--- src/rtl/cksum_arbiter.sv ---
// -----------------------------------------------------------------------------
// cksum_arbiter
//
// Shares one checksum engine among N_REQ requesters with round-robin
// arbitration. In IDLE the winner's field window (start/len) is latched and
// handed to the engine together with a one-cycle start pulse. The arbiter then
// waits for the engine's ready level and returns the 16-bit result to the
// winner with a one-cycle done pulse. Header bytes are not routed here; all
// requesters and the engine address the same shared header buffer.
//
// Optional build macro: CKSUM_ARB_TIMEOUT_EN
//   Defined   : WAIT has a watchdog of TIMEOUT_CYCLES cycles; on expiry the job
//               completes with err_o=1 and cksum_val_o=0.
//   Undefined : no watchdog, err_o is constant 0, WAIT waits indefinitely.
//
// Ports
//   clk                 clock
//   rst                 asynchronous reset, active-high
//   req_i               per-requester request level
//   field_start_i       per-requester field start address, requester i at
//                       [i*`ADDR_BUS +: `ADDR_BUS]
//   field_len_i         per-requester field length (bytes), requester i at
//                       [i*`DATA_BUS +: `DATA_BUS]
//   grant_o             one-hot grant, held from ISSUE through DONE
//   done_o              one-hot one-cycle completion pulse
//   cksum_val_o         result; valid with done_o, then holds
//   err_o               watchdog timeout flag, qualified by done_o
//   eng_start_o         engine start pulse (ISSUE only)
//   eng_field_start_o   latched field start to the engine
//   eng_field_len_o     latched field length to the engine
//   eng_cksum_val_i     engine result
//   eng_cksum_ready_i   engine ready level (cleared by the engine on start)
//
// States
//   IDLE  | no job; arbitrate among req_i
//   ISSUE | one cycle with eng_start_o high
//   WAIT  | waiting for engine ready (or watchdog)
//   DONE  | done_o pulse to the granted requester
// -----------------------------------------------------------------------------

`ifndef ADDR_BUS
`define ADDR_BUS 16
`endif
`ifndef DATA_BUS
`define DATA_BUS 16
`endif
`ifndef HALF_BUS
`define HALF_BUS 16
`endif

module cksum_arbiter #(
  parameter int N_REQ          = 4,
  parameter int TIMEOUT_CYCLES = 64
) (
  input  logic                         clk,
  input  logic                         rst,
  input  logic [N_REQ-1:0]             req_i,
  input  logic [N_REQ*`ADDR_BUS-1:0]   field_start_i,
  input  logic [N_REQ*`DATA_BUS-1:0]   field_len_i,
  output logic [N_REQ-1:0]             grant_o,
  output logic [N_REQ-1:0]             done_o,
  output logic [`HALF_BUS-1:0]         cksum_val_o,
  output logic                         err_o,
  output logic                         eng_start_o,
  output logic [`ADDR_BUS-1:0]         eng_field_start_o,
  output logic [`DATA_BUS-1:0]         eng_field_len_o,
  input  logic [`HALF_BUS-1:0]         eng_cksum_val_i,
  input  logic                         eng_cksum_ready_i
);

  localparam int PTR_W = (N_REQ > 1) ? $clog2(N_REQ) : 1;

  typedef enum logic [1:0] {
    S_IDLE  = 2'd0,
    S_ISSUE = 2'd1,
    S_WAIT  = 2'd2,
    S_DONE  = 2'd3
  } state_t;

  state_t                 state_q,  state_d;
  logic [N_REQ-1:0]       grant_q,  grant_d;
  logic [N_REQ-1:0]       done_q,   done_d;
  logic [PTR_W-1:0]       ptr_q,    ptr_d;
  logic [PTR_W-1:0]       gidx_q,   gidx_d;
  logic [`HALF_BUS-1:0]   cksum_q,  cksum_d;
  logic                   start_q,  start_d;
  logic [`ADDR_BUS-1:0]   fstart_q, fstart_d;
  logic [`DATA_BUS-1:0]   flen_q,   flen_d;

  logic                   pick_vld;
  logic [PTR_W-1:0]       pick_idx;

`ifdef CKSUM_ARB_TIMEOUT_EN
  localparam int TMO_W = $clog2(TIMEOUT_CYCLES + 1);
  logic [TMO_W-1:0]       tmo_cnt_q;
  logic                   err_q, err_d;
  logic                   tmo_hit;
`endif

  // Round-robin pick: the scan runs from the far end back toward ptr+1 so
  // the last hit, which is the one kept, is the first set bit after ptr.
  always_comb begin
    pick_vld = 1'b0;
    pick_idx = '0;
    for (int i = N_REQ; i >= 1; i--) begin
      if (req_i[(int'(ptr_q) + i) % N_REQ]) begin
        pick_vld = 1'b1;
        pick_idx = PTR_W'((int'(ptr_q) + i) % N_REQ);
      end
    end
  end

`ifdef CKSUM_ARB_TIMEOUT_EN
  // The count holds the number of WAIT cycles already spent without ready;
  // the limit is reached at the edge that would bring it to TIMEOUT_CYCLES.
  assign tmo_hit = (tmo_cnt_q == TMO_W'(TIMEOUT_CYCLES - 1));

  always_ff @(posedge clk or posedge rst) begin
    if (rst) begin
      tmo_cnt_q <= '0;
    end else if (state_q == S_ISSUE) begin
      tmo_cnt_q <= '0;
    end else if ((state_q == S_WAIT) && !eng_cksum_ready_i) begin
      tmo_cnt_q <= tmo_cnt_q + TMO_W'(1);
    end
  end
`endif

  always_comb begin
    state_d  = state_q;
    grant_d  = grant_q;
    done_d   = '0;
    ptr_d    = ptr_q;
    gidx_d   = gidx_q;
    cksum_d  = cksum_q;
    start_d  = 1'b0;
    fstart_d = fstart_q;
    flen_d   = flen_q;
`ifdef CKSUM_ARB_TIMEOUT_EN
    err_d    = err_q;
`endif

    case (state_q)
      S_IDLE: begin
        if (pick_vld) begin
          grant_d           = '0;
          grant_d[pick_idx] = 1'b1;
          gidx_d            = pick_idx;
          fstart_d          = field_start_i[int'(pick_idx)*`ADDR_BUS +: `ADDR_BUS];
          flen_d            = field_len_i[int'(pick_idx)*`DATA_BUS +: `DATA_BUS];
          start_d           = 1'b1;
          state_d           = S_ISSUE;
        end
      end

      S_ISSUE: begin
        state_d = S_WAIT;
      end

      S_WAIT: begin
        // Ready wins over a watchdog expiry in the same cycle.
        if (eng_cksum_ready_i) begin
          cksum_d = eng_cksum_val_i;
          done_d  = grant_q;
          ptr_d   = gidx_q;
          state_d = S_DONE;
`ifdef CKSUM_ARB_TIMEOUT_EN
          err_d   = 1'b0;
        end else if (tmo_hit) begin
          cksum_d = '0;
          done_d  = grant_q;
          ptr_d   = gidx_q;
          err_d   = 1'b1;
          state_d = S_DONE;
`endif
        end
      end

      S_DONE: begin
        grant_d = '0;
`ifdef CKSUM_ARB_TIMEOUT_EN
        err_d   = 1'b0;
`endif
        state_d = S_IDLE;
      end

      default: begin
        grant_d = '0;
        state_d = S_IDLE;
      end
    endcase
  end

  always_ff @(posedge clk or posedge rst) begin
    if (rst) begin
      state_q  <= S_IDLE;
      grant_q  <= '0;
      done_q   <= '0;
      ptr_q    <= PTR_W'(N_REQ - 1);
      gidx_q   <= '0;
      cksum_q  <= '0;
      start_q  <= 1'b0;
      fstart_q <= '0;
      flen_q   <= '0;
    end else begin
      state_q  <= state_d;
      grant_q  <= grant_d;
      done_q   <= done_d;
      ptr_q    <= ptr_d;
      gidx_q   <= gidx_d;
      cksum_q  <= cksum_d;
      start_q  <= start_d;
      fstart_q <= fstart_d;
      flen_q   <= flen_d;
    end
  end

`ifdef CKSUM_ARB_TIMEOUT_EN
  always_ff @(posedge clk or posedge rst) begin
    if (rst) begin
      err_q <= 1'b0;
    end else begin
      err_q <= err_d;
    end
  end

  assign err_o = err_q;
`else
  assign err_o = 1'b0;
`endif

  assign grant_o           = grant_q;
  assign done_o            = done_q;
  assign cksum_val_o       = cksum_q;
  assign eng_start_o       = start_q;
  assign eng_field_start_o = fstart_q;
  assign eng_field_len_o   = flen_q;

endmodule

--- config.mk ---
export PLATFORM = sky130hd
export DESIGN_NAME = cksum_arbiter
export DESIGN_NICKNAME = d
export VERILOG_FILES = /design/src/rtl/cksum_arbiter.sv
export SDC_FILE = /design/constraint.sdc
export NUM_CORES = 1
export LEC_CHECK = 0
export CORE_UTILIZATION = 36
export CTS_CLUSTER_DIAMETER = 100
export DETAILED_ROUTE_END_ITERATION = 10
export GPL_TIMING_DRIVEN = 0
export HOLD_SLACK_MARGIN = 0.08
export PLACE_DENSITY = 0.77
export SETUP_SLACK_MARGIN = 0.4
export SLEW_MARGIN = 20
export SYNTH_ARGS = -nofsm -noshare
export SYNTH_HDL_FRONTEND = slang
export SYNTH_SLANG_ARGS = --single-unit
--- constraint.sdc ---
create_clock -name clk -period 1.94 [get_ports clk]
set_input_delay 0.388 -clock clk [delete_from_list [all_inputs] [get_ports clk]]
set_output_delay 0.388 -clock clk [all_outputs]
set_load 0.02 [all_outputs]
==> flow_summary.json, run 1 <==
{
  "place_ws_ns": -0.558,
  "groute.usage.overall": 0.234,
  "final_area_sq_um": 7010,
  "vdd_drop_max_uv": 771,
  "cts.sinks": 63,
  "cap_violations": 0,
  "ys_seq_area_frac": 0.414,
  "syn_area_per_cell_sq_um": 11.9,
  "synthesis.area_sq_um": 3810,
  "slew_violations": 0,
  "ys_ff_latch": 63,
  "place_congestion": 0.794,
  "dr.pass1.iters": 4,
  "pwr-share-seq": 0.239,
  "async_flop_share": 1.00,
  "synth_edf_count": 0,
  "ys_types": 37,
  "pwr_density_cell_nw_per_um2": 1370,
  "core_sq_um": 10300,
  "syn_nets": 475,
  "wl_per_cell_um": 18.4,
  "layout-drive-gt1-share": 0.346,
  "setup_viol": 0,
  "grt_pass1_wl_um": 20000,
  "synth_cells": 320,
  "status": "finished, final reports clean",
  "cts_htree_levels": 3,
  "setup_ws_ns": 0.0777,
  "place_area_sq_um": 6140,
  "cts.path.max_buffers": 2,
  "num_vias": 3666,
  "period_share": 0.960,
  "numPortBuffers": 207,
  "swShare": 0.413,
  "power_leakage_nw": 2.82,
  "grt_max_degree": 25,
  "finalCriticalPeriod_ns": 1.86,
  "grt.overflow.total": 0,
  "utilization": 0.682,
  "area_growth_pct": 84.0,
  "diodes": 0,
  "cp-start-kind": "flop",
  "finalPower_w": 0.00957,
  "start_util": 0.371,
  "via_per_inst": 5.18,
  "hold_slack_ns": 0.391,
  "drtIter0Drc": 87,
  "die_h_um": 105,
  "fin_skew_ns": 0.00962,
  "p_int_w": 0.00562,
  "final_nets": 722,
  "fmax_mhz": 537,
  "path_class": "reg -> reg",
  "hp-class": "in -> async",
  "dp.final_hpwl_um": 9440,
  "required_ns": 2.17,
  "synth_flop_cell": "dfrtp_1",
  "ys_warn_count": 0,
  "antenna_left": 0,
  "clkLatencyLatePin_ns": 0.35,
  "comb_power_share": 0.642,
  "die_w_um": 105,
  "finalWirelength_um": 13000,
  "first_global_vias": 3972,
  "ioPinCount": 209,
  "rsz0062_at_grt": "yes",
  "hold_viol": 0,
  "rows": 37,
  "numCtsBuffers": 9,
  "drc": 0,
  "clock-root-buffer": "clkbuf_8",
  "crit_arrival_ns": 2.10,
  "endpoint_kind": "flop",
  "antenna_found_initial": 0,
  "pwr-share-clk": 0.119,
  "path_clk_slew_ns": 0.07,
  "die_area_sq_um": 11000,
  "holdBufCountCts": 0,
  "tritoncts": "done",
  "power_switching_w": 0.00395,
  "cp_max_fo": 7
}
[worst max-delay path, stage by stage, from the launching register on]
cell	delay [ns]
dfstp_2	0.57
nand2b_4	0.14
a21oi_4	0.08
nor3_4	0.27
buf_6	0.22
buf_12	0.14
mux2i_1	0.22
a211oi_2	0.09
[placed cells by master (no fill, tap or decap), types with 8 or more instances in the layout]
cell	n
nor2_1	35
mux2_2	18
clkbuf_8	13
buf_4	20
mux2i_2	8
o31a_1	32
dfrtp_1	61
dlygate4sd2_1	59
buf_6	10
clkdlybuf4s50_1	146
mux2i_4	14
buf_12	11
a211oi_2	61
mux2i_1	10
[through the flow]
stage,TNS [ns],std cells
6_report,0,708
5_1_grt,0,708
4_1_cts,0,698
3_5_place_dp,-18.30,665
3_3_place_gp,-17.05,663
2_1_floorplan,0,320
[per-layer routing]
layer	GRT usage	up-vias	part of all wire
met3	0.0643	21	0.067
met5	0	-	0
li1	-	1716	-
met4	0.0996	0	0.019
met1	0.253	1784	0.39
met2	0.426	145	0.52
[cell usage after synthesis (2+ instances only)]
library cell / n / area (sq um)
a211oi_1: 5 / 37.5
a211oi_2: 59 / 738
a21oi_1: 2 / 10.0
and3_1: 4 / 25.0
buf_2: 11 / 55.1
buf_4: 4 / 30.0
buf_6: 3 / 33.8
clkbuf_1: 10 / 37.5
dfrtp_1: 61 / 1530
dfstp_2: 2 / 52.6
ha_1: 4 / 50.1
inv_1: 5 / 18.8
mux2_2: 18 / 203
mux2i_1: 32 / 320
nand2_1: 6 / 22.5
nand2b_1: 3 / 18.8
nor2_1: 37 / 139
nor3_2: 2 / 20.0
o21ai_0: 2 / 10.0
o21ai_1: 2 / 10.0
o31a_1: 32 / 280
[flip-flops by register name, summed over array words and instances, names as in the netlist]
signal	count
cksum_val_o	16
done_o	4
eng_field_start_o	16
eng_start_o	1
grant_o	4
ptr_q	2
gidx_q	2
state_q	2
eng_field_len_o	16
[final timing paths]
kind,start,to,slack [ns],depth (start not counted)
min in group clk,cksum_val_o[3]$_DFFE_PP0P_,cksum_val_o[3]$_DFFE_PP0P_,0.50,1
setup reg to reg,ptr_q[0]$_DFFE_PP1P_,eng_field_start_o[5]$_DFFE_PP0P_,0.08,7
setup / recovery,ptr_q[0]$_DFFE_PP1P_,eng_field_start_o[5]$_DFFE_PP0P_,0.08,7
hold / removal,rst,cksum_val_o[4]$_DFFE_PP0P_,0.39,2
hold reg to reg,cksum_val_o[3]$_DFFE_PP0P_,cksum_val_o[3]$_DFFE_PP0P_,0.50,1
max in group asynchronous,rst,ptr_q[1]$_DFFE_PP1P_,1.02,3
[layout make-up]
class | count | area [sq um]
multi-input combinational | 224 | 2380
inverter | 5 | 22.5
clock buffer | 13 | 149
sequential | 63 | 1580
buffer | 28 | 315
tap | 136 | 170
timing repair buffer | 236 | 2350
clock inverter | 3 | 42.5
fill | 821 | 3270
[power by group through the flow]
stage	clock, W	combinational, W	sequential [W]
detailed placement	0	0.00532	0.00233
global route	0.00122	0.00652	0.00237
floorplan	0	0.00259	0.00296
finish	0.00114	0.00614	0.00229
CTS	0.00117	0.00552	0.00229
global placement	0	0.00518	0.00230
[kinds of logic after synthesis]
family / after synthesis / synth area share
compound gates: 110 / 0.311
flops: 63 / 0.414
simple gates: 59 / 0.0772
mux: 50 / 0.137
buf+inv: 33 / 0.0460
fa+ha+maj: 4 / 0.0131
other cells: 1 / 0.000984
[what timing repair did]
item / CTS / global route
buffers inserted: 16 / 8
endpoints found under the hold margin: 0 / 0
resized for setup: 109 / 60
gates cloned: 1 / 2
pin swaps: 10 / 16
endpoints found under the setup margin: 108 / 42
Note: power is estimated with default switching activity, not from simulation.
==> run 2: changes to the inputs <==
--- a/config.mk
+++ b/config.mk
@@ -12,6 +12,7 @@
 export HOLD_SLACK_MARGIN = 0.08
 export PLACE_DENSITY = 0.77
 export SETUP_SLACK_MARGIN = 0.4
+export SKIP_LAST_GASP = 1
 export SLEW_MARGIN = 20
 export SYNTH_ARGS = -nofsm -noshare
 export SYNTH_HDL_FRONTEND = slang
==> results of run 2 <==
Final layout, timing and power as in run 1 (identical DEF).
